==> src/rtl/gtx_rx_packet_decoder_if.sv <==
// Signal bundle between one GTX lane receiver and the packet decoder.
// master = the lane/word source side, slave = the decoder.
interface gtx_rx_packet_decoder_if;
  logic [31:0] RxData;
  logic        RxCharIsK;
  // LinkDataValid qualifies LinkData/LinkDataAddress/SOP/EOP for exactly one cycle;
  // there is no ready: the consumer must accept every valid beat.
  logic [11:0] LinkPacketAddress;
  logic [11:0] LinkPacketLength;
  logic [15:0] LinkDataAddress;
  logic [31:0] LinkData;
  logic        LinkDataValid;
  logic        LinkStartOfPacket;
  logic        LinkEndOfPacket;
  logic        PacketDone;
  logic        PacketError;
  logic [15:0] PacketCount;
  logic [15:0] ErrorCount;
  logic [1:0]  DebugState;

  modport master (
    output RxData, RxCharIsK,
    input  LinkPacketAddress, LinkPacketLength, LinkDataAddress, LinkData,
           LinkDataValid, LinkStartOfPacket, LinkEndOfPacket,
           PacketDone, PacketError, PacketCount, ErrorCount, DebugState
  );

  modport slave (
    input  RxData, RxCharIsK,
    output LinkPacketAddress, LinkPacketLength, LinkDataAddress, LinkData,
           LinkDataValid, LinkStartOfPacket, LinkEndOfPacket,
           PacketDone, PacketError, PacketCount, ErrorCount, DebugState
  );
endinterface

==> src/rtl/gtx_rx_packet_decoder.sv <==
// Parses the GTX lane word stream into framed packets (header K-word, payload, optional checksum).
// Define RX_CHECKSUM_EN to add the trailing checksum word check (CSUM state + accumulator).
module gtx_rx_packet_decoder #(
  parameter int unsigned MAX_LEN    = 1024,
  parameter logic [7:0]  SOP_CHAR   = 8'h5C,
  parameter logic [7:0]  COMMA_CHAR = 8'h3C
) (
  input logic clk,
  input logic Reset,
  gtx_rx_packet_decoder_if.slave Link
);

  typedef enum logic [1:0] {
    StIdle = 2'd0,
`ifdef RX_CHECKSUM_EN
    StData = 2'd1,
    StCsum = 2'd2
`else
    StData = 2'd1
`endif
  } state_t;

  state_t      state, stateNext;
  logic [11:0] pktAddrQ, pktAddrNext;
  logic [11:0] pktLenQ, pktLenNext;
  logic [11:0] indexQ, indexNext;
  logic [31:0] dataQ, dataNext;
  logic [15:0] dataAddrQ, dataAddrNext;
  logic        validQ, validNext;
  logic        sopQ, sopNext;
  logic        eopQ, eopNext;
  logic        doneQ, doneNext;
  logic        errQ, errNext;
  logic [15:0] pktCntQ, errCntQ;
`ifdef RX_CHECKSUM_EN
  logic [31:0] sumQ, sumNext;
`endif

  logic        isHeader, isComma, isOtherK, hdrOk, lastWord, takeHeader;
  logic [11:0] hdrLen, hdrAddr;

  assign isHeader = Link.RxCharIsK && (Link.RxData[7:0] == SOP_CHAR);
  assign isComma  = Link.RxCharIsK && (Link.RxData[7:0] == COMMA_CHAR);
  assign isOtherK = Link.RxCharIsK && !isHeader && !isComma;
  assign hdrLen   = Link.RxData[31:20];
  assign hdrAddr  = Link.RxData[19:8];
  assign hdrOk    = (hdrLen != 12'd0) && (32'(hdrLen) <= MAX_LEN);
  assign lastWord = (indexQ == (pktLenQ - 12'd1));

  always_comb begin
    stateNext    = state;
    pktAddrNext  = pktAddrQ;
    pktLenNext   = pktLenQ;
    indexNext    = indexQ;
    dataNext     = dataQ;
    dataAddrNext = dataAddrQ;
    validNext    = 1'b0;
    sopNext      = 1'b0;
    eopNext      = 1'b0;
    doneNext     = 1'b0;
    errNext      = 1'b0;
    takeHeader   = 1'b0;
`ifdef RX_CHECKSUM_EN
    sumNext      = sumQ;
`endif

    // Commas fall through every branch untouched, so they simply stall the packet.
    case (state)
      StIdle: begin
        if (isHeader) takeHeader = 1'b1;
      end
      StData: begin
        if (isHeader) begin
          errNext    = 1'b1;
          takeHeader = 1'b1;
        end else if (isOtherK) begin
          errNext   = 1'b1;
          stateNext = StIdle;
        end else if (!Link.RxCharIsK) begin
          validNext    = 1'b1;
          dataNext     = Link.RxData;
          dataAddrNext = {4'b0, pktAddrQ} + {4'b0, indexQ};
          sopNext      = (indexQ == 12'd0);
          eopNext      = lastWord;
          indexNext    = indexQ + 12'd1;
`ifdef RX_CHECKSUM_EN
          sumNext = sumQ + Link.RxData;
          if (lastWord) stateNext = StCsum;
`else
          if (lastWord) begin
            doneNext  = 1'b1;
            stateNext = StIdle;
          end
`endif
        end
      end
`ifdef RX_CHECKSUM_EN
      StCsum: begin
        if (isHeader) begin
          errNext    = 1'b1;
          takeHeader = 1'b1;
        end else if (isOtherK) begin
          errNext   = 1'b1;
          stateNext = StIdle;
        end else if (!Link.RxCharIsK) begin
          doneNext  = (Link.RxData == sumQ);
          errNext   = (Link.RxData != sumQ);
          stateNext = StIdle;
        end
      end
`endif
      default: stateNext = StIdle;
    endcase

    // An abort-and-restart header raises errNext once above; a bad header here only re-asserts it.
    if (takeHeader) begin
      if (hdrOk) begin
        pktAddrNext = hdrAddr;
        pktLenNext  = hdrLen;
        indexNext   = 12'd0;
        stateNext   = StData;
`ifdef RX_CHECKSUM_EN
        sumNext = 32'd0;
`endif
      end else begin
        errNext   = 1'b1;
        stateNext = StIdle;
      end
    end
  end

  always_ff @(posedge clk or posedge Reset) begin
    if (Reset) begin
      state     <= StIdle;
      pktAddrQ  <= 12'd0;
      pktLenQ   <= 12'd0;
      indexQ    <= 12'd0;
      dataQ     <= 32'd0;
      dataAddrQ <= 16'd0;
      validQ    <= 1'b0;
      sopQ      <= 1'b0;
      eopQ      <= 1'b0;
      doneQ     <= 1'b0;
      errQ      <= 1'b0;
      pktCntQ   <= 16'd0;
      errCntQ   <= 16'd0;
`ifdef RX_CHECKSUM_EN
      sumQ      <= 32'd0;
`endif
    end else begin
      state     <= stateNext;
      pktAddrQ  <= pktAddrNext;
      pktLenQ   <= pktLenNext;
      indexQ    <= indexNext;
      dataQ     <= dataNext;
      dataAddrQ <= dataAddrNext;
      validQ    <= validNext;
      sopQ      <= sopNext;
      eopQ      <= eopNext;
      doneQ     <= doneNext;
      errQ      <= errNext;
      if (doneNext && (pktCntQ != 16'hFFFF)) pktCntQ <= pktCntQ + 16'd1;
      if (errNext && (errCntQ != 16'hFFFF)) errCntQ <= errCntQ + 16'd1;
`ifdef RX_CHECKSUM_EN
      sumQ      <= sumNext;
`endif
    end
  end

  assign Link.LinkPacketAddress = pktAddrQ;
  assign Link.LinkPacketLength  = pktLenQ;
  assign Link.LinkDataAddress   = dataAddrQ;
  assign Link.LinkData          = dataQ;
  assign Link.LinkDataValid     = validQ;
  assign Link.LinkStartOfPacket = sopQ;
  assign Link.LinkEndOfPacket   = eopQ;
  assign Link.PacketDone        = doneQ;
  assign Link.PacketError       = errQ;
  assign Link.PacketCount       = pktCntQ;
  assign Link.ErrorCount        = errCntQ;
  assign Link.DebugState        = state;

endmodule
==> src/flat_wrapper.sv <==
// flat-port wrapper written by rule: the top's interface ports become plain ports
module gtx_rx_packet_decoder_flat 
#(
  parameter int unsigned MAX_LEN    = 1024,
  parameter logic [7:0]  SOP_CHAR   = 8'h5C,
  parameter logic [7:0]  COMMA_CHAR = 8'h3C
)
  (clk, Reset, Link_RxData, Link_RxCharIsK, Link_LinkPacketAddress, Link_LinkPacketLength, Link_LinkDataAddress, Link_LinkData, Link_LinkDataValid, Link_LinkStartOfPacket, Link_LinkEndOfPacket, Link_PacketDone, Link_PacketError, Link_PacketCount, Link_ErrorCount, Link_DebugState);
  gtx_rx_packet_decoder_if Link_i ();
  input logic clk;
  input logic Reset;
  input wire logic [$bits(Link_i.RxData)-1:0] Link_RxData;
  input wire logic [$bits(Link_i.RxCharIsK)-1:0] Link_RxCharIsK;
  output wire logic [$bits(Link_i.LinkPacketAddress)-1:0] Link_LinkPacketAddress;
  output wire logic [$bits(Link_i.LinkPacketLength)-1:0] Link_LinkPacketLength;
  output wire logic [$bits(Link_i.LinkDataAddress)-1:0] Link_LinkDataAddress;
  output wire logic [$bits(Link_i.LinkData)-1:0] Link_LinkData;
  output wire logic [$bits(Link_i.LinkDataValid)-1:0] Link_LinkDataValid;
  output wire logic [$bits(Link_i.LinkStartOfPacket)-1:0] Link_LinkStartOfPacket;
  output wire logic [$bits(Link_i.LinkEndOfPacket)-1:0] Link_LinkEndOfPacket;
  output wire logic [$bits(Link_i.PacketDone)-1:0] Link_PacketDone;
  output wire logic [$bits(Link_i.PacketError)-1:0] Link_PacketError;
  output wire logic [$bits(Link_i.PacketCount)-1:0] Link_PacketCount;
  output wire logic [$bits(Link_i.ErrorCount)-1:0] Link_ErrorCount;
  output wire logic [$bits(Link_i.DebugState)-1:0] Link_DebugState;
  assign Link_i.RxData = Link_RxData;
  assign Link_i.RxCharIsK = Link_RxCharIsK;
  assign Link_LinkPacketAddress = Link_i.LinkPacketAddress;
  assign Link_LinkPacketLength = Link_i.LinkPacketLength;
  assign Link_LinkDataAddress = Link_i.LinkDataAddress;
  assign Link_LinkData = Link_i.LinkData;
  assign Link_LinkDataValid = Link_i.LinkDataValid;
  assign Link_LinkStartOfPacket = Link_i.LinkStartOfPacket;
  assign Link_LinkEndOfPacket = Link_i.LinkEndOfPacket;
  assign Link_PacketDone = Link_i.PacketDone;
  assign Link_PacketError = Link_i.PacketError;
  assign Link_PacketCount = Link_i.PacketCount;
  assign Link_ErrorCount = Link_i.ErrorCount;
  assign Link_DebugState = Link_i.DebugState;
  gtx_rx_packet_decoder #(.MAX_LEN(MAX_LEN), .SOP_CHAR(SOP_CHAR), .COMMA_CHAR(COMMA_CHAR)) u_core (.clk(clk), .Reset(Reset), .Link(Link_i));
endmodule
==> config.mk <==
export PLATFORM = sky130hd
export DESIGN_NAME = gtx_rx_packet_decoder_flat
export DESIGN_NICKNAME = d
export VERILOG_FILES = /design/src/rtl/gtx_rx_packet_decoder_if.sv /design/src/rtl/gtx_rx_packet_decoder.sv /design/src/flat_wrapper.sv
export SDC_FILE = /design/constraint.sdc
export NUM_CORES = 1
export LEC_CHECK = 0
export ABC_AREA = 0
export BUFFER_PORTS_ARGS = -buffer_cell sky130_fd_sc_hd__buf_2
export CAP_MARGIN = 0
export CORE_MARGIN = 4
export CORE_UTILIZATION = 45
export DETAILED_ROUTE_END_ITERATION = 12
export GPL_TIMING_DRIVEN = 0
export PLACE_DENSITY = 0.75
export SLEW_MARGIN = 20
export SYNTH_ARGS = -nofsm -noshare
export SYNTH_HDL_FRONTEND = slang
export SYNTH_SLANG_ARGS = --single-unit
export TNS_END_PERCENT = 10
==> constraint.sdc <==
create_clock -name clk -period 9.3 [get_ports clk]
set_input_delay 0.93 -clock clk [delete_from_list [all_inputs] [get_ports clk]]
set_output_delay 0.93 -clock clk [all_outputs]
set_load 0.01 [all_outputs]
# ---- Word-level counts from Yosys, hierarchy flattened
# Index checks and enable logic that the tools add are counted.
dict set report totals {
  in_bits 35
  output_inout_bits 111
  reg_bits 123
  word_cells 85
}
dict set report op_classes {
  addsub 5
  n_bitwise 3
  muxes 37
  reduce_logical 16
  magnitude_cmp 1
  eq_ne 10
}
# cell n
set op_table {}
lappend op_table {{$mux W12} 6}
lappend op_table {{$add A16 B1 Y16 const B} 2}
lappend op_table {{$ne A16 B16 Y1 const B} 2}
lappend op_table {{$mux W1} 25}
lappend op_table {{$add A12 B12 Y13} 1}
lappend op_table {{$add A12 B1 Y12 const B} 1}
lappend op_table {{$eq A12 B12 Y1} 1}
lappend op_table {{$le A12 B11 Y1 const B} 1}
lappend op_table {{$logic_not A12 Y1} 1}
lappend op_table {{$reduce_bool A12 Y1} 1}
lappend op_table {{$sub A12 B1 Y12 const B} 1}
lappend op_table {{$mux W2} 5}
lappend op_table {{$eq A8 B6 Y1 const B} 1}
lappend op_table {{$eq A8 B7 Y1 const B} 1}
lappend op_table {{$reduce_and A4 Y1} 2}
lappend op_table {{$logic_and A1 B1 Y1} 7}
lappend op_table {{$ne A4 B1 Y1 const B} 1}
lappend op_table {{$ne A4 B2 Y1 const B} 1}
lappend op_table {{$pmux W2 S2} 1}
lappend op_table {{$ne A3 B3 Y1 const B} 1}
lappend op_table {{$not A1 Y1} 3}
lappend op_table {{$eq A2 B1 Y1 const B} 1}
lappend op_table {{$logic_not A1 Y1} 2}
lappend op_table {{$logic_not A2 Y1} 1}
lappend op_table {{other kinds (3)} 3}

# ---- Depth between registers and ports, before layout
# Gate-level depths: netlist of run 1.
dict set report logic_depth {
  ltp_word 11
  mapped_depth 10
}

# ---- Worst setup path after synthesis of run 1
# Ideal clock, no wire load.
dict set report synth_path {
  path_kind {input port to flip-flop}
  start {in Link_RxData[26]}
  end {reg u_core.errCntQ[8], in the netlist u_core.Link.ErrorCount[8]}
  path_buffers 1
  t_arrival_ns 2.700
  stages 8
  required_time_ns 9.174
  path_slack_ns 6.474
  path_cell_list {or4_4 nor4_2 o31ai_2 o21ai_4 and4_4 buf_6 nand3_2 xnor2_1}
}
dict set report synth_between {
  elab_chain_len 5
  elab_cells_between_ends 6
  classes_between {1 x order compare; 2 x mux; 3 x reduce/logical}
}
# element line
set synth_rtl {}
lappend synth_rtl {{start: declaration} flat_wrapper.sv:12} ;# input wire logic [$bits(Link_i.RxData)-1:0] Link_RxData;
lappend synth_rtl {{$le A12 B11 Y1 or $reduce_bool A12 Y1 (tied branches)} gtx_rx_packet_decoder.sv:47} ;# assign hdrOk = (hdrLen != 12'd0) && (32'(hdrLen) <= MAX_LEN);
lappend synth_rtl {{$logic_and A1 B1 Y1 *} gtx_rx_packet_decoder.sv:47}
lappend synth_rtl {{$mux W1 *} gtx_rx_packet_decoder.sv:117} ;# if (hdrOk) begin
lappend synth_rtl {{$mux W1 *} gtx_rx_packet_decoder.sv:116} ;# if (takeHeader) begin
lappend synth_rtl {{$logic_and A1 B1 Y1 *} gtx_rx_packet_decoder.sv:163} ;# if (errNext && (errCntQ != 16'hFFFF)) errCntQ <= errCntQ + 16'd1;
lappend synth_rtl {{end signal: assignment} gtx_rx_packet_decoder.sv:163}
lappend synth_rtl {{end: declaration} gtx_rx_packet_decoder.sv:34} ;# logic [15:0] pktCntQ, errCntQ;
# Every way passes the cells marked *; elsewhere a longest branch is shown, timed or not.
# A chain may end at the register's enable or synchronous reset.

# ---- Worst setup path in the final report of run 1
dict set report layout_path {
  start {in Link_RxData[26]}
  end {reg u_core.pktLenQ[4], in the netlist u_core.Link.LinkPacketLength[4]}
}
dict set report layout_between {
  elab_chain_len 3
  elab_cells_between_ends 4
  classes_between {1 x order compare; 3 x reduce/logical}
}
# element line
set layout_rtl {}
lappend layout_rtl {{$le A12 B11 Y1 or $reduce_bool A12 Y1 (tied branches)} gtx_rx_packet_decoder.sv:47}
lappend layout_rtl {{$logic_and A1 B1 Y1 *} gtx_rx_packet_decoder.sv:47}
lappend layout_rtl {{$reduce_and A2 Y1 (no source line) *} --}
lappend layout_rtl {{end signal: assignment} gtx_rx_packet_decoder.sv:153} ;# pktLenQ <= pktLenNext;
lappend layout_rtl {{end: declaration} gtx_rx_packet_decoder.sv:25} ;# logic [11:0] pktLenQ, pktLenNext;
# Marked as above.

==> reports/qor.csv, run 1 <==
metric,value,unit
layout_common_cells,"145 x buf_2, 141 x nand2_1, 118 x dfrtp_1, 36 x xnor2_1, 27 x nor2_1",
wl_per_cell,16.3,um
hold_buffers,0,
maxCapViolations,0,
fmax,347,MHz
synth_cells,595,
status,finished clean,
hold_path_class,reg2reg,
synthTopCellsByArea,"dfrtp_1 50%, nand2_1 9.0%, xnor2_1 5.3%, mux2_2 3.6%, ha_1 3.6%",
cts_buffers,17,
fin_tns_setup,0,ns
grt_start_max_net_pins,76,
rsz0062_at_grt,false,
first_pass_iters,7,
critPathMaxFanout,10,
p_leak,3.99,nW
die_w,123,um
synth_xor_xnor_area_share,0.0861,
path_clk_slew,0.05,ns
placed_area,6870,um2
ys_seq_area_frac,0.500,
drt-initial-drc-count,350,
synth_compound_area_frac,0.0662,
cts-htree-levels,4,
ys_types,61,
critPathLaunchType,primary input,
drive_above_1_share,0.282,
vdd.ir_drop.worst,0.118,mV
layout_min_cycle_time,2.89,ns
grt_pass1_vias,5014,
routabilityCongestion,0.880,
synth_mux_area_frac,0.0418,
ios,146,
io_buffers,141,
relSlewSlack,0.610,
track_usage,0.211,
cts.sinks,118,
grt_overflow_total,0,
core,12700,um2
min_path_cells,2,
grt_pass1_wl,24700,um
root_buffer,clkbuf_16,
cts_buffer_depth,2,
r2r.worst_path.cells,9,
drc,0,
synth_edf_count,0,
start_util,0.464,
setup_viol,0,
synthAdderAreaFrac,0.0394,
fin_skew,0.00775,ns
antenna_found_initial,0,
cts_tree,done,
n_antenna_cell,0,
power.density,163,nW/um2
synth.avg_cell_area,9.92,um2
syn_area,5900,um2
ys_warn_count,0,
ant_nets,0,
synth.top_cell.area_share,0.500,
mostFrequentLayoutCell,buf_2,
design_area,7440,um2
postCtsSetupBuffers,0,
synth_ff_type,dfrtp_1,
path_class,in2reg,
wl,15400,um
via_count,5014,
nets,812,
endpoint_kind,flop,
cp.arrival,3.18,ns
syn2layout_area_growth,26.1,%
hold_viol,0,
worstPathRequired,9.59,ns
die_h,123,um
die_area,15000,um2
hold_ws,0.464,ns
dpl.hpwl,11400,um
yosys.area.top_type,dfrtp_1,
avgViaCountPerCell,5.31,
worstMarginPinSlew,0.577,ns
yosys_register_bits,118,
fin_crit_sh,0.310,
insertion_delay,0.41,ns
cts_resized,0,
num_rows,41,
slew_viol_final,0,
synthSimpleGateAreaFrac,0.230,
async_reset_ff_frac,1.00,
synth_top_family_by_area,simple AND/OR/NAND/NOR gates,
-- worst paths after layout --
kind / endpoint / slack (ns) / start
min: u_core.Link.LinkDataAddress[4] / 0.46 / u_core.Link.LinkDataAddress[4]
min in group asynchronous: u_core.Link.ErrorCount[0] / 0.53 / Reset
max: u_core.Link.LinkPacketLength[4] / 6.41 / Link_RxData[26]
max in group asynchronous: u_core.Link.LinkData[19] / 8.06 / Reset
max reg2reg: u_core.Link.PacketCount[14] / 6.45 / u_core.Link.LinkPacketLength[0]
min reg2reg: u_core.Link.LinkDataAddress[4] / 0.46 / u_core.Link.LinkDataAddress[4]
-- state kept, by name (all words and copies together), names as in the netlist --
name	cells
u_core.indexQ	12
u_core.Link.LinkDataAddress	13
u_core.Link.DebugState	1
u_core.Link.PacketCount	16
u_core.Link.LinkPacketLength	12
u_core.Link.LinkDataValid	1
u_core.Link.ErrorCount	16
u_core.Link.LinkStartOfPacket	1
u_core.Link.LinkPacketAddress	12
u_core.Link.PacketError	1
u_core.Link.LinkData	32
u_core.Link.PacketDone	1
-- final cells by class --
class / instances / area [um2]
Multi-Input combinational cell: 435 / 2750
Clock inverter: 11 / 133
Tap cell: 172 / 215
Inverter: 17 / 68.8
Buffer: 28 / 144
Sequential cell: 118 / 2950
Clock buffer: 21 / 440
Fill cell: 1155 / 5280
Timing Repair Buffer: 142 / 733
-- power breakdown --
| part | switching [mW] | internal [mW] | leakage [nW] |
|---|---|---|---|
| logic | 0.0292 | 0.0182 | 2.09 |
| clock network | 0.224 | 0.417 | 0.284 |
| registers | 0.00505 | 0.519 | 1.61 |
| total | 0.259 | 0.954 | 3.99 |
-- critical path, stage by stage --
cell and delay (ns):
buf_2 0.11, or4_4 0.56, o31a_1 0.35, nor3_2 0.46
buf_2 0.37, mux2_2 0.38
-- synth_stat cells, drive strengths merged, types with 2 or more instances --
library cell    n
nand3          24
and4            6
and2            3
mux2           21
nor2b           4
a31oi           2
and3           11
nand2b          5
o311ai          2
nor3            8
a21o            3
nor4b           2
o21ai          25
nor3b           2
nor4            8
nand4          17
inv            16
or2             3
buf            12
xor2           22
dfrtp         118
nand2         143
o21a            3
a21oi          11
or4             4
nor2           27
ha             17
xnor2          36
clkbuf         16
a211oi          4
or3             2
nand3b          3
o31ai           2
-- cells by family (layout without fill, tap and decap cells) --
logic type	after synthesis	in the layout
buffers and inverters	45	219
other	1	4
DFF	118	118
xor gates and xnor gates	58	58
muxes	22	22
and+or+nand+nor	273	273
adders and majority gates	18	18
AOI/OAI and AO/OA	60	60
-- stage by stage --
step	utilization	setup WS (ns)	total power [mW]	std cells
2_1_floorplan	-	5.24	0.557	598
3_3_place_gp	0.537	3.99	0.578	911
3_5_place_dp	0.540	5.98	0.581	912
4_1_cts	0.585	6.42	1.23	944
5_1_grt	0.585	6.20	1.26	944
6_report	0.585	6.41	1.21	944
-- per-layer routing --
metal	vias to the layer above	track usage	part of all wire
li1	2343	-	-
met1	2445	0.267	0.43
met2	192	0.340	0.48
met3	34	0.0512	0.063
met4	0	0.105	0.026
met5	-	0	0
(Power assumes the default switching activity.)
==> run 2: changes to the inputs <==
==> constraint.sdc (replaced) <==
create_clock -name clk -period 2.8 [get_ports clk]
set_input_delay 0.28 -clock clk [delete_from_list [all_inputs] [get_ports clk]]
set_output_delay 0.28 -clock clk [all_outputs]
set_load 0.01 [all_outputs]
==> run 2 against run 1 <==
Effect of this change:
- the run now ends with negative hold slack left
- die area is the same
- clock power rose to 3.6 times the previous value
- setup slack got worse by 6.3 ns
- register-to-register slack worse by 6.3 ns
- hold slack worse by 0.47 ns
- critical path type is now reg2reg
- critical endpoint is now u_core.Link.PacketCount[14]
- largest power group unchanged
==> reports/qor.csv, run 2 (synthesized netlist as in run 1, its figures left out) <==
metric,value,unit
dp_cells,914,
die_w,123,um
ant_nets,0,
via_count,4955,
worstPathRequired,3.10,ns
wl_per_cell,16.5,um
grt_start_max_net_pins,35,
die_h,123,um
grt_pass1_vias,5043,
cts_buffer_depth,2,
drt-initial-drc-count,350,
cpPeakStageDelay,0.49,ns
violations,negative hold slack,
fin_crit_sh,0.942,
avgViaCountPerCell,5.23,
grt_pass1_wl,25700,um
slew_viol_final,0,
worstMarginPinSlew,0.771,ns
io_buffers,141,
relSlewSlack,0.485,
layout_min_cycle_time,2.64,ns
crit-reg2reg-launch,u_core.Link.LinkPacketLength[2],
first_pass_iters,4,
drc,0,
routabilityCongestion,0.897,
n_antenna_cell,0,
ios,146,
core,12700,um2
path_class,reg2reg,
hold_ws,-0.00200,ns
insertion_delay,0.42,ns
cts_tree,done,
mostFrequentLayoutCell,buf_2,
fillers,1108,
track_usage,0.221,
hold_viol,6,
nets,816,
rsz0062_at_grt,false,
cts.sinks,118,
path_clk_slew,0.05,ns
vdd.ir_drop.worst,0.403,mV
dpl.hpwl,11700,um
grt_overflow_total,0,
wl,15700,um
syn2layout_area_growth,28.3,%
num_rows,41,
drive_above_1_share,0.293,
hold_path_class,in2async,
layout_common_cells,"145 x buf_2, 141 x nand2_1, 118 x dfrtp_1, 36 x xnor2_1, 27 x nor2_1",
critPathLaunchType,flop,
fin_skew,0.00850,ns
setup_viol,0,
crit_chain,"nor3_1, nand2_1, xnor2_1, a2111o_1, nor4_4, buf_4, nand4_1, mux2_1",
p_leak,4.05,nW
fmax,379,MHz
cts-htree-levels,4,
antenna_found_initial,0,
power.density,558,nW/um2
startpoint,u_core.Link.LinkPacketLength[2],
largest_reg_flops,32,
start_util,0.464,
hold_buffers,0,
cp.arrival,2.93,ns
layout.cells.non_filler,948,
cts_buffers,17,
root_buffer,clkbuf_16,
status,"complete, but fails checks",
endpoint_kind,flop,
maxCapViolations,0,
crit_path_top_delay_cell,dfrtp_1,
critPathMaxFanout,8,
die_area,15000,um2
## run 2: cell types whose count changed in the layout (fill, tap and decap cells not counted), sizes merged
| cell | before | now |
|---|---|---|
| clkinv | 8 | 5 |
| clkbuf | 37 | 41 |
| buf | 154 | 158 |
| inv | 16 | 15 |
## run 2: cell type report
class                           count  area (um2)  share of cell area
Timing Repair Buffer              146         788               0.104
Inverter                           17        67.6             0.00893
Tap cell                          172         215              0.0284
Clock inverter                      7         114              0.0150
Multi-Input combinational cell    435        2760               0.365
Buffer                             28         144              0.0190
Sequential cell                   118        2950               0.390
Clock buffer                       25         526              0.0694
## run 2: repair_timing
action / CTS / global route
gates resized for setup: 0 / 2
pin swaps: 1 / 1
endpoints found under the setup margin: 8 / 13
setup buffers: 0 / 2
## run 2: worst paths after layout
check	end	slack, ns	cells after the start
max	u_core.Link.PacketCount[14]	0.16	8
min	u_core.Link.PacketCount[13]	-0.002	2
max reg2reg	u_core.Link.PacketCount[14]	0.16	8
min reg2reg	u_core.Link.LinkData[31]	0.47	2
max in group asynchronous	u_core.Link.LinkData[9]	2.01	4
min in group clk	u_core.Link.LinkData[13]	0.06	3
## run 2: stage by stage
step | worst slack (ns) | area [um2] | setup TNS (ns) | util | total power [mW]
2_1_floorplan | 0.326 | 5920 | 0 | - | 1.85
3_3_place_gp | 0.0706 | 6840 | 0 | 0.537 | 1.92
3_5_place_dp | -0.0247 | 6900 | -0.0380 | 0.543 | 1.94
4_1_cts | 0.0708 | 7540 | 0 | 0.593 | 4.26
5_1_grt | 0.0582 | 7570 | 0 | 0.595 | 4.36
6_report | 0.163 | 7570 | 0 | 0.595 | 4.22
## run 2: layer usage
metal / global-route usage / wire length (um) / up-vias
met3: 0.0470 / 886 / 33
met2: 0.356 / 7640 / 157
met5: 0 / 0 / -
li1: - / - / 2359
met4: 0.106 / 413 / 0
met1: 0.285 / 6730 / 2406
## run 2: where the power goes
part	internal (mW)	leakage (nW)	switching (mW)
registers	1.72	1.61	0.0174
clock network	1.56	0.319	0.756
logic	0.0659	2.12	0.0987
## run 2: worst max-delay path: cells and delay by family, from the launching register on
| family | cells | cell delay [ns] |
|---|---|---|
| compound gates | 1 | 0.45 |
| xor+xnor | 1 | 0.14 |
| buf+inv | 1 | 0.20 |
| flops | 1 | 0.49 |
| mux | 1 | 0.32 |
| simple gates | 4 | 0.93 |
==> run 3: changes to the inputs <==
--- a/config.mk
+++ b/config.mk
@@ -12,6 +12,7 @@
 export CORE_UTILIZATION = 45
 export DETAILED_ROUTE_END_ITERATION = 12
 export GPL_TIMING_DRIVEN = 0
+export MAX_ROUTING_LAYER = met4
 export PLACE_DENSITY = 0.75
 export SLEW_MARGIN = 20
 export SYNTH_ARGS = -nofsm -noshare
==> constraint.sdc (replaced) <==
create_clock -name clk -period 3 [get_ports clk]
set_input_delay 0.3 -clock clk [delete_from_list [all_inputs] [get_ports clk]]
set_output_delay 0.3 -clock clk [all_outputs]
set_load 0.01 [all_outputs]
==> run 3 against run 2 <==
Effect of this change:
- the run now ends clean
- sequential share of layout area rose by 0.11 points
- via count up 1.2%
- clock power down 7%
- critical path type unchanged
- critical endpoint unchanged
- highest routed layer unchanged
==> reports/qor.csv, run 3 (synthesized netlist as in run 1, its figures left out) <==
metric,value,unit
status,finished clean,
vdd.ir_drop.worst,0.376,mV
met2WireLength,7680,um
wl_met1,6820,um
io_buffers,141,
cts_buffers,17,
drt-initial-drc-count,341,
relSlewSlack,0.490,
wl,15700,um
crit-reg2reg-launch,u_core.Link.LinkPacketLength[0],
fin_skew,0.00576,ns
route.met3.wl,718,um
die_area,15000,um2
grt_overflow_total,0,
cts_buffer_depth,2,
hold_ws,0.0210,ns
die_w,123,um
avgViaCountPerCell,5.30,
p_leak,4.04,nW
fmax,370,MHz
insertion_delay,0.41,ns
mostFrequentLayoutCell,buf_2,
worstPathRequired,3.29,ns
power.density,522,nW/um2
syn2layout_area_growth,27.9,%
root_buffer,clkbuf_16,
fillers,1112,
cp.arrival,3.00,ns
postCtsSetupBuffers,0,
place_ws,0.175,ns
setup_ws,0.295,ns
endpoint_kind,flop,
layout_min_cycle_time,2.71,ns
core,12700,um2
grt_pass1_wl,25700,um
path_clk_slew,0.05,ns
drc,0,
layout_common_cells,"145 x buf_2, 141 x nand2_1, 118 x dfrtp_1, 36 x xnor2_1, 27 x nor2_1",
worstMarginPinSlew,0.764,ns
cts_tree,done,
cts.sinks,118,
start_util,0.464,
die_h,123,um
via_count,5012,
cts-htree-levels,4,
ant_nets,0,
path_class,reg2reg,
track_usage,0.227,
startpoint,u_core.Link.LinkPacketLength[0],
wl_per_cell,16.6,um
n_antenna_cell,0,
dpl.hpwl,11700,um
largest_reg_flops,32,
maxCapViolations,0,
nets,814,
fin_crit_sh,0.902,
critPathMaxFanout,6,
drive_above_1_share,0.289,
ios,146,
hold_path_class,in2async,
hold_buffers,0,
grt_pass1_vias,5046,
routabilityCongestion,0.912,
grt_start_max_net_pins,35,
antenna_found_initial,0,
slew_viol_final,0,
setup_viol,0,
r2r.worst_path.cells,9,
fin_tns_setup,0,ns
first_pass_iters,5,
hold_viol,0,
critPathLaunchType,flop,
rsz0062_at_grt,false,
num_rows,41,
maxUsedRoutingLayer,met4,
cts_resized,0,
[run 3: cell count changes in the layout (fill, tap and decap cells not counted), sizes merged]
cell / previous run / this run
buf: 158 / 156
[run 3: path summary, 6_finish.rpt]
check	to	slack (ns)
min in group clk	u_core.Link.LinkData[13]	0.09
hold / removal	u_core.Link.PacketCount[13]	0.02
setup / recovery	u_core.Link.PacketCount[14]	0.29
max in group asynchronous	u_core.Link.LinkData[9]	2.18
hold reg to reg	u_core.Link.LinkData[31]	0.47
setup reg to reg	u_core.Link.PacketCount[14]	0.29
[run 3: critical path: stages, from the launching register on]
cell      delay [ns]
dfrtp_1         0.41
inv_1           0.08
ha_1            0.22
nand2b_1        0.08
nor4_1          0.26
mux2i_1         0.13
a2111o_1        0.41
nor4_4          0.48
nand4_1         0.17
mux2_1          0.33
[run 3: area by class of cell]
| cell class | instances | area [um2] | share of cell area |
|---|---|---|---|
| inverter | 17 | 67.6 | 0.00895 |
| sequential | 118 | 2950 | 0.391 |
| clock inverter | 7 | 114 | 0.0151 |
| clock buffer | 25 | 526 | 0.0696 |
| multi-input combinational | 435 | 2760 | 0.365 |
| timing repair buffer | 144 | 773 | 0.102 |
| tap | 172 | 215 | 0.0285 |
| buffer | 28 | 144 | 0.0191 |
[run 3: per-stage QoR]
stage          utilization  power (mW)  instance area (um2)  cells
2_1_floorplan            -        1.73                 5920    598
3_3_place_gp         0.537        1.79                 6840    911
3_5_place_dp         0.543        1.81                 6900    914
4_1_cts              0.593        3.97                 7540    946
5_1_grt              0.593        4.07                 7550    946
6_report             0.593        3.94                 7550    946
[run 3: where the power goes]
| group | internal (mW) | switching [mW] | total [mW] |
|---|---|---|---|
| clock network | 1.46 | 0.700 | 2.16 |
| registers | 1.61 | 0.0163 | 1.63 |
| logic | 0.0615 | 0.0925 | 0.154 |
| total | 3.13 | 0.809 | 3.94 |
[run 3: layer usage]
layer / vias up / global-route usage
met4: 0 / 0.104
met2: 168 / 0.355
li1: 2358 / -
met5: - / -
met1: 2451 / 0.286
met3: 35 / 0.0470
